[config.mk]
export PLATFORM = sky130hd
export DESIGN_NAME = memory_access_stage
export DESIGN_NICKNAME = d
export VERILOG_FILES = /design/src/rtl/memory_access_stage.sv
export SDC_FILE = /design/constraint.sdc
export NUM_CORES = 1
export LEC_CHECK = 0
export ABC_AREA = 1
export CAP_MARGIN = 20
export CORE_MARGIN = 5
export CORE_UTILIZATION = 46
export DETAILED_ROUTE_END_ITERATION = 10
export PLACE_DENSITY_LB_ADDON = 0.15
export SETUP_SLACK_MARGIN = 0.1
export SYNTH_ARGS = -nofsm -noshare
export SYNTH_HDL_FRONTEND = slang
export SYNTH_SLANG_ARGS = --single-unit
[constraint.sdc]
create_clock -name clock -period 1.7 [get_ports clock]
set_input_delay 0.425 -clock clock [delete_from_list [all_inputs] [get_ports clock]]
set_output_delay 0.425 -clock clock [all_outputs]
set_load 0.005 [all_outputs]
[src/rtl/memory_access_stage.sv]
// Memory access stage: holds one execute-stage operation, performs the data-memory
// request/ack handshake with an ack timeout, and emits a one-cycle writeback/branch packet.
module memory_access_stage #(
  parameter  int unsigned ACK_TIMEOUT = 15,
  localparam int unsigned DATA_W      = 32,
  localparam int unsigned REG_W       = 5
) (
  input  logic              clock,
  input  logic              resetN,
  input  logic              inValid,
  output logic              inReady,
  input  logic [DATA_W-1:0] ALUResult,
  input  logic              zero,
  input  logic [DATA_W-1:0] storeData,
  input  logic [REG_W-1:0]  destRegister,
  input  logic              MemRead,
  input  logic              MemWrite,
  input  logic              MemToReg,
  input  logic              RegWrite,
  input  logic              Branch,
  input  logic [DATA_W-1:0] branchTarget,
  output logic              memRequest,
  output logic              memWriteEnable,
  output logic [DATA_W-1:0] memAddress,
  output logic [DATA_W-1:0] memWriteData,
  input  logic [DATA_W-1:0] memReadData,
  input  logic              memAck,
  output logic              wbValid,
  output logic              wbRegWrite,
  output logic [REG_W-1:0]  wbRegister,
  output logic [DATA_W-1:0] wbData,
  output logic              branchTaken,
  output logic [DATA_W-1:0] branchAddress,
  output logic              misaligned,
  output logic              timeoutError
);

  localparam int unsigned CNT_W = (ACK_TIMEOUT > 1) ? $clog2(ACK_TIMEOUT + 1) : 1;

  typedef enum logic [1:0] {IDLE, ACCESS, RESPOND} state_t;

  state_t state_q, state_d;

  // Captured operation
  logic [DATA_W-1:0] alu_q, alu_d;
  logic [DATA_W-1:0] store_q, store_d;
  logic [DATA_W-1:0] target_q, target_d;
  logic [DATA_W-1:0] rdata_q, rdata_d;
  logic [REG_W-1:0]  dest_q, dest_d;
  logic              mem_read_q, mem_read_d;
  logic              mem_write_q, mem_write_d;
  logic              mem_to_reg_q, mem_to_reg_d;
  logic              reg_write_q, reg_write_d;
  logic              branch_q, branch_d;
  logic              zero_q, zero_d;
  logic              mis_flag_q, mis_flag_d;
  logic              to_flag_q, to_flag_d;
  logic [CNT_W-1:0]  cnt_q, cnt_d;

  // Registered outputs
  logic              in_ready_q, in_ready_d;
  logic              mem_request_q, mem_request_d;
  logic              mem_we_q, mem_we_d;
  logic              wb_valid_q, wb_valid_d;
  logic              wb_reg_write_q, wb_reg_write_d;
  logic [DATA_W-1:0] wb_data_q, wb_data_d;
  logic              branch_taken_q, branch_taken_d;
  logic              misaligned_q, misaligned_d;
  logic              timeout_q, timeout_d;

  logic mem_op_c;
  logic addr_bad_c;
  logic is_load_c;

  // Next state, capture and output computation; outputs are derived from next-state values
  always_comb begin
    state_d      = state_q;
    alu_d        = alu_q;
    store_d      = store_q;
    target_d     = target_q;
    rdata_d      = rdata_q;
    dest_d       = dest_q;
    mem_read_d   = mem_read_q;
    mem_write_d  = mem_write_q;
    mem_to_reg_d = mem_to_reg_q;
    reg_write_d  = reg_write_q;
    branch_d     = branch_q;
    zero_d       = zero_q;
    mis_flag_d   = mis_flag_q;
    to_flag_d    = to_flag_q;
    cnt_d        = cnt_q;
    mem_op_c     = MemRead | MemWrite;
    addr_bad_c   = (ALUResult[1:0] != 2'b00);

    case (state_q)
      IDLE: begin
        if (inValid) begin
          alu_d        = ALUResult;
          store_d      = storeData;
          target_d     = branchTarget;
          dest_d       = destRegister;
          mem_read_d   = MemRead;
          mem_write_d  = MemWrite;
          mem_to_reg_d = MemToReg;
          reg_write_d  = RegWrite;
          branch_d     = Branch;
          zero_d       = zero;
          rdata_d      = '0;
          cnt_d        = '0;
          to_flag_d    = 1'b0;
          mis_flag_d   = mem_op_c & addr_bad_c;
          state_d      = (mem_op_c && !addr_bad_c) ? ACCESS : RESPOND;
        end
      end
      ACCESS: begin
        // Ack on the last allowed cycle still counts as a normal completion
        if (memAck) begin
          rdata_d = memReadData;
          state_d = RESPOND;
        end else if (cnt_q == CNT_W'(ACK_TIMEOUT - 1)) begin
          to_flag_d = 1'b1;
          state_d   = RESPOND;
        end else begin
          cnt_d = cnt_q + CNT_W'(1);
        end
      end
      RESPOND: state_d = IDLE;
      default: state_d = IDLE;
    endcase

    is_load_c      = mem_read_d & ~mem_write_d;
    in_ready_d     = (state_d == IDLE);
    mem_request_d  = (state_d == ACCESS);
    mem_we_d       = (state_d == ACCESS) & mem_write_d;
    wb_valid_d     = (state_d == RESPOND);
    wb_reg_write_d = (state_d == RESPOND) & reg_write_d & ~mis_flag_d & ~to_flag_d & ~mem_write_d;
    branch_taken_d = (state_d == RESPOND) & branch_d & zero_d;
    misaligned_d   = (state_d == RESPOND) & mis_flag_d;
    timeout_d      = (state_d == RESPOND) & to_flag_d;
    wb_data_d      = wb_data_q;
    if (state_d == RESPOND) begin
      wb_data_d = (mem_to_reg_d & is_load_c) ? rdata_d : alu_d;
    end
  end

  always_ff @(posedge clock or negedge resetN) begin
    if (!resetN) begin
      state_q        <= IDLE;
      alu_q          <= '0;
      store_q        <= '0;
      target_q       <= '0;
      rdata_q        <= '0;
      dest_q         <= '0;
      mem_read_q     <= 1'b0;
      mem_write_q    <= 1'b0;
      mem_to_reg_q   <= 1'b0;
      reg_write_q    <= 1'b0;
      branch_q       <= 1'b0;
      zero_q         <= 1'b0;
      mis_flag_q     <= 1'b0;
      to_flag_q      <= 1'b0;
      cnt_q          <= '0;
      in_ready_q     <= 1'b1;
      mem_request_q  <= 1'b0;
      mem_we_q       <= 1'b0;
      wb_valid_q     <= 1'b0;
      wb_reg_write_q <= 1'b0;
      wb_data_q      <= '0;
      branch_taken_q <= 1'b0;
      misaligned_q   <= 1'b0;
      timeout_q      <= 1'b0;
    end else begin
      state_q        <= state_d;
      alu_q          <= alu_d;
      store_q        <= store_d;
      target_q       <= target_d;
      rdata_q        <= rdata_d;
      dest_q         <= dest_d;
      mem_read_q     <= mem_read_d;
      mem_write_q    <= mem_write_d;
      mem_to_reg_q   <= mem_to_reg_d;
      reg_write_q    <= reg_write_d;
      branch_q       <= branch_d;
      zero_q         <= zero_d;
      mis_flag_q     <= mis_flag_d;
      to_flag_q      <= to_flag_d;
      cnt_q          <= cnt_d;
      in_ready_q     <= in_ready_d;
      mem_request_q  <= mem_request_d;
      mem_we_q       <= mem_we_d;
      wb_valid_q     <= wb_valid_d;
      wb_reg_write_q <= wb_reg_write_d;
      wb_data_q      <= wb_data_d;
      branch_taken_q <= branch_taken_d;
      misaligned_q   <= misaligned_d;
      timeout_q      <= timeout_d;
    end
  end

  assign inReady        = in_ready_q;
  assign memRequest     = mem_request_q;
  assign memWriteEnable = mem_we_q;
  assign memAddress     = alu_q;
  assign memWriteData   = store_q;
  assign wbValid        = wb_valid_q;
  assign wbRegWrite     = wb_reg_write_q;
  assign wbRegister     = dest_q;
  assign wbData         = wb_data_q;
  assign branchTaken    = branch_taken_q;
  assign branchAddress  = target_q;
  assign misaligned     = misaligned_q;
  assign timeoutError   = timeout_q;

endmodule

==> impl_metrics.ini, run 1 <==
[floorplanning]
die_x_um = 144
coreArea_mm2 = 0.0178
die_h_um = 144
dieArea_mm2 = 0.0207
num_rows = 49
floorplan.initialDensity_pct = 46.3
ios = 284

[pwr]
power_density_mw_per_mm2 = 1120
p_leak_uw = 0.00692
combPwrFrac_pct = 31.4
p_clk_share_pct = 27.9
total_power_uw = 14300
intPower_uw = 9890
p_seq_share_pct = 40.6
ir_worst_vdd_uv = 825
swShare_pct = 30.7
p_switching_uw = 4380

[setup_path]
slowest_stage = clkdlybuf4s50_1
end_kind = register
cp.required_ns = 2.01
path_buf_inv = 4
worstPathArrival_ns = 1.91
worstSetupPathType = input pin to register
worstPathCellList = clkdlybuf4s50_1 > buf_4 > nand3b_1 > nand2_2 > nor2_4 > buf_12 > clkbuf_16 > nand3_1 > nand3_1 > nand2_1
crit_fanout = 6
cpLargestDelayFamily = buffers and inverters
crit_path_start_kind = input pin
worst_path_most_repeated_cell = nand3_1
slowest_delay_ns = 0.50

[finish]
drive_gt1_share_pct = 12.9
multiInputGateArea_mm2 = 0.00296
area_delta_synth_final_pct = 55.1
diodes = 0
fin_util_pct = 71.8
nets = 1553
seq_area_mm2 = 0.00468
design_area_mm2 = 0.0128
fill_cells = 1409

[logic_synthesis]
ys_ff_latch = 187
ys_seq_area_share_pct = 56.9
yosys_warnings = 0
synthCells = 1044
syn_area_per_cell_um2 = 7.88
syn-cell-area_mm2 = 0.00823
synthesis.nets = 1189
synth.distinct_cells = 26

[timing]
finalCritPeriodShare_pct = 94.4
finalSetupViolations = 0
worstMarginPinSlew_ns = 0.298
period_minus_slack_ns = 1.60
max_clock_freq_mhz = 623
fin_ws_ns = 0.0960
finalHoldViolations = 0
rsz0062_at_grt = true
slew_headroom_pct = 79.9
slew_violations = 0
finClkSkew_ns = 0.0105
hold_ws_ns = 0.459

[route]
ant_nets = 0
route.detailed.drc = 0
drtPass1Iterations = 5
vias = 7769
drt_wl_total_mm = 24.9
wire_per_inst_um = 15.1
drtIter0Drc = 432
vias_per_cell = 4.71

[global_route]
grt_max_degree = 46
grt_overflow = 0
grt_first_pass_wirelength_mm = 39.3
track_usage_pct = 24.2
antenna_found_initial = 0
grt_pass1_vias = 7805

[cts]
ctsHtreeMaxLevel = 4
cts_tree = built
clk_pin_slew_ns = 0.07
cts_root_buf = clkbuf_16
clk_path_buf_depth = 2
cts_buffers = 17
clock-sinks = 187
clk_latency_ns = 0.43

[placement]
detailed_place_hpwl_mm = 17.8
dp_slack_ns = -0.261
numPortBuffers = 283
gp_congestion = 0.824
place_area_mm2 = 0.0119

[hold_path]
holdCritPathClass = input pin to async pin

[outcome]
status = finished, final reports clean

[run]
max_cap_viol_count = 0
Yosys cell counts:
cell / n / share of area [%]
dfrtp_1: 186 / 57
xor2_1: 1 / 0.11
clkbuf_1: 10 / 0.46
nand3_4: 1 / 0.21
nor2_4: 3 / 0.41
nor3b_1: 1 / 0.091
nand3_1: 72 / 4.4
inv_1: 109 / 5.0
nand2_1: 554 / 25
o21ai_0: 30 / 1.8
buf_6: 7 / 0.96
ha_1: 2 / 0.30
o21ai_1: 8 / 0.49
buf_2: 32 / 1.9
o21bai_2: 1 / 0.14
inv_2: 2 / 0.091
nand2_4: 1 / 0.14
dfstp_2: 1 / 0.32
nor2_1: 9 / 0.41
nand2_2: 5 / 0.38
nor3_1: 1 / 0.061
buf_1: 4 / 0.18
clkinv_1: 1 / 0.046
nand3b_1: 1 / 0.091
o41ai_1: 1 / 0.11
o22ai_1: 1 / 0.076
state kept, by name, summed over array words and instances, names as in the netlist, 2 cells and up:
signal,count
cnt_q,4
rdata_q,32
state_q,2
wbRegister,5
memWriteData,32
branchAddress,32
wbData,32
memAddress,32
power by group through the flow:
stage / Combinational, uW / Clock (uW) / Sequential [uW]
6_report: 4480 / 3990 / 5800
5_1_grt: 4990 / 4280 / 5930
4_1_cts: 4300 / 4050 / 5800
3_5_place_dp: 4680 / 0 / 5910
3_3_place_gp: 4600 / 0 / 5890
2_1_floorplan: 1610 / 0 / 5960
stage by stage:
stage,setup TNS (ns),cells
2_1_floorplan,0,1044
3_3_place_gp,-17.73,1591
3_5_place_dp,-21.28,1591
4_1_cts,0,1640
5_1_grt,0,1649
6_report,0,1649
kinds of logic after synthesis:
logic type               count (synthesis)  share of synthesized area, %
buffers and inverters                  165                          8.65
flip-flops                             187                          56.9
AO/OA/AOI/OAI                           41                          2.63
AND/OR/NAND/NOR                        648                          31.4
XOR/XNOR                                 1                         0.106
adder cells (fa/ha/maj)                  2                         0.304
layout by cell type, fill, tap and decap left out, drive strengths merged, types with 2 or more instances in the layout:
cell type,count
buf,109
bufinv,2
clkbuf,24
clkdlybuf4s50,141
clkinv,6
clkinvlp,2
dfrtp,186
dlygate4sd2,140
ha,2
inv,115
nand2,561
nand3,73
nor2,12
o21ai,38
metal layers:
metal	part of all wire [%]	vias up	track usage, %
met5	0	-	0
met3	7.8	44	6.72
met1	41	3620	30.4
met4	2.5	0	7.83
li1	-	3863	-
met2	49	242	40.6
final cells by class:
| cell class | instances | share of cell area (%) |
|---|---|---|
| inverter | 112 | 3.31 |
| timing repair buffer | 397 | 30.1 |
| multi-input combinational | 693 | 23.2 |
| sequential | 187 | 36.7 |
| tap | 229 | 2.24 |
| clock inverter | 13 | 1.12 |
| clock buffer | 18 | 3.44 |
timing repair:
action,CTS,global route
gates resized for setup,141,43
pin swaps,1,11
hold endpoints to repair,28,0
setup endpoints to repair,143,39
cloned,0,6
hold buffers,1,0
buffers inserted,17,3
path summary, 6_finish.rpt:
kind,from,end,slack (ns),depth (start not counted)
min in group clock,memWriteData[20],memWriteData[20],0.47,2
worst max-delay path,inValid,wbData[30],0.1,10
worst max register to register,state_q[0],wbData[30],0.13,10
worst min-delay path,resetN,memWriteData[11],0.46,2
worst min register to register,memWriteData[20],memWriteData[20],0.47,2
max in group asynchronous,resetN,branchAddress[7],0.64,3
Power figures use the tool's default switching activity.
==> inputs of run 2 (changes only) <==
CORE_ASPECT_RATIO = 0.75   (was not set)
==> impl_metrics.ini, run 2 (synthesis gave the netlist of run 1 again) <==
[finish]
fin_cells = 1640
final_common_cell = nand2_1
area_delta_synth_final_pct = 53.4
drive_gt1_share_pct = 12.8
diodes = 0
nets = 1530
mostFrequentLayoutCells = nand2_1, dfrtp_1, dlygate4sd2_1

[setup_path]
crit_path_start_kind = register
cp.required_ns = 2.07
worstSetupPathType = register to register
slowest_delay_ns = 0.42
r2r_slack_ns = 0.06
crit_fanout = 13
worstPathCellList = nor2_4 > buf_4 > nand3_1 > nand2_2 > nand3_4 > buf_12 > nand2_1 > nand3_1 > nand2_1
worstPathArrival_ns = 2.01
end_kind = register
slowest_stage = dfrtp_1

[placement]
numPortBuffers = 283
gp_congestion = 0.831
placed_cells = 1594
dp_slack_ns = -0.315
detailed_place_hpwl_mm = 17.2

[timing]
fin_ws_ns = 0.0636
slew_headroom_pct = 70.8
finalHoldViolations = 0
rsz0062_at_grt = true
finalSetupViolations = 0
period_minus_slack_ns = 1.64
finalCritPeriodShare_pct = 96.3
finClkSkew_ns = 0.0112
max_clock_freq_mhz = 611
slew_violations = 0
worstMarginPinSlew_ns = 0.438

[cts]
cts_tree = built
clk_path_buf_depth = 2
cts_buffers = 17
clk_pin_slew_ns = 0.07
ctsHtreeMaxLevel = 4
clk_latency_ns = 0.44
clock-sinks = 187
cts_root_buf = clkbuf_16

[outcome]
status = finished, final reports clean

[route]
route.detailed.drc = 0
ant_nets = 0
vias_per_cell = 4.70
wire_per_inst_um = 14.9
drtPass1Iterations = 5
drt_wl_total_mm = 24.4
drtIter0Drc = 504
vias = 7711

[floorplanning]
ios = 284
die_h_um = 126
num_rows = 42
floorplan.initialDensity_pct = 46.8
dieArea_mm2 = 0.0207
die_x_um = 164
coreArea_mm2 = 0.0176

[global_route]
track_usage_pct = 22.9
antenna_found_initial = 0
grt_first_pass_wirelength_mm = 37.8
grt_pass1_vias = 7444
grt_overflow = 0
grt_max_degree = 46

[pwr]
power_density_mw_per_mm2 = 1110
total_power_uw = 14000
p_leak_uw = 0.00680
ir_worst_vdd_uv = 704

[hold_path]
holdCritPathClass = register to register

[run]
max_cap_viol_count = 0
-- run 2: cell types whose count changed in the layout (fill, tap and decap cells not counted), moves of 5 or more --
cell / previous run / this run
buf_4: 85 / 65
nand3_1: 59 / 41
nand3_2: 12 / 29
o21ai_1: 15 / 8
o21ai_0: 21 / 26
-- run 2: area by class of cell --
type	instances	area (um^2)
clock buffers	18	429
fillers	1426	4980
well taps	242	303
inverters	112	420
flip-flops and latches	187	4680
clock inverters	14	125
multi-input cells	693	3060
repair buffers	374	3600
-- run 2: worst paths after layout --
kind | endpoint | start | cells past startpoint
setup / recovery | wbData[21] | state_q[1] | 9
hold / removal | wbData[27] | wbData[27] | 2
setup reg to reg | wbData[21] | state_q[1] | 9
hold reg to reg | wbData[27] | wbData[27] | 2
max in group asynchronous | inReady | resetN | 3
min in group asynchronous | wbRegister[1] | resetN | 2
-- run 2: power breakdown --
group	internal, uW	switching, uW	total (uW)
registers	5350	451	5800
clock network	1940	1890	3820
logic	2190	2160	4350
-- run 2: through the flow --
stage	util [%]	setup TNS (ns)	hold slack, ns	area [um^2]
2_1_floorplan	-	0	0.129	8230
3_3_place_gp	67.4	-16.14	0.391	11900
3_5_place_dp	67.4	-22.62	0.390	11900
4_1_cts	69.9	0	0.479	12300
5_1_grt	71.7	-0.00190	0.488	12600
6_report	71.7	0	0.474	12600
-- run 2: routing by layer --
metal  global-route usage (%)  vias to the layer above  share of wire [%]
met5                        0                        -                  0
met1                     31.6                     3628                 44
li1                         -                     3824                  -
met2                     36.0                      231                 47
met4                     7.73                        0                1.7
met3                     5.06                       28                6.7
-- run 2: worst max-delay path: cells and delay by family, from the launching register on --
family	cells	cell delay, ns
DFF	1	0.42
buffers and inverters	2	0.33
and+or+nand+nor	7	0.82
-- run 2: timing repair --
item                                   4_1_cts  5_1_grt
setup endpoints to repair                  160       44
endpoints found under the hold margin       40        0
buffers inserted                             7        3
pin swaps                                    0       13
hold buffers                                 1        0
resized for setup                          142       61
cloned                                       1        2
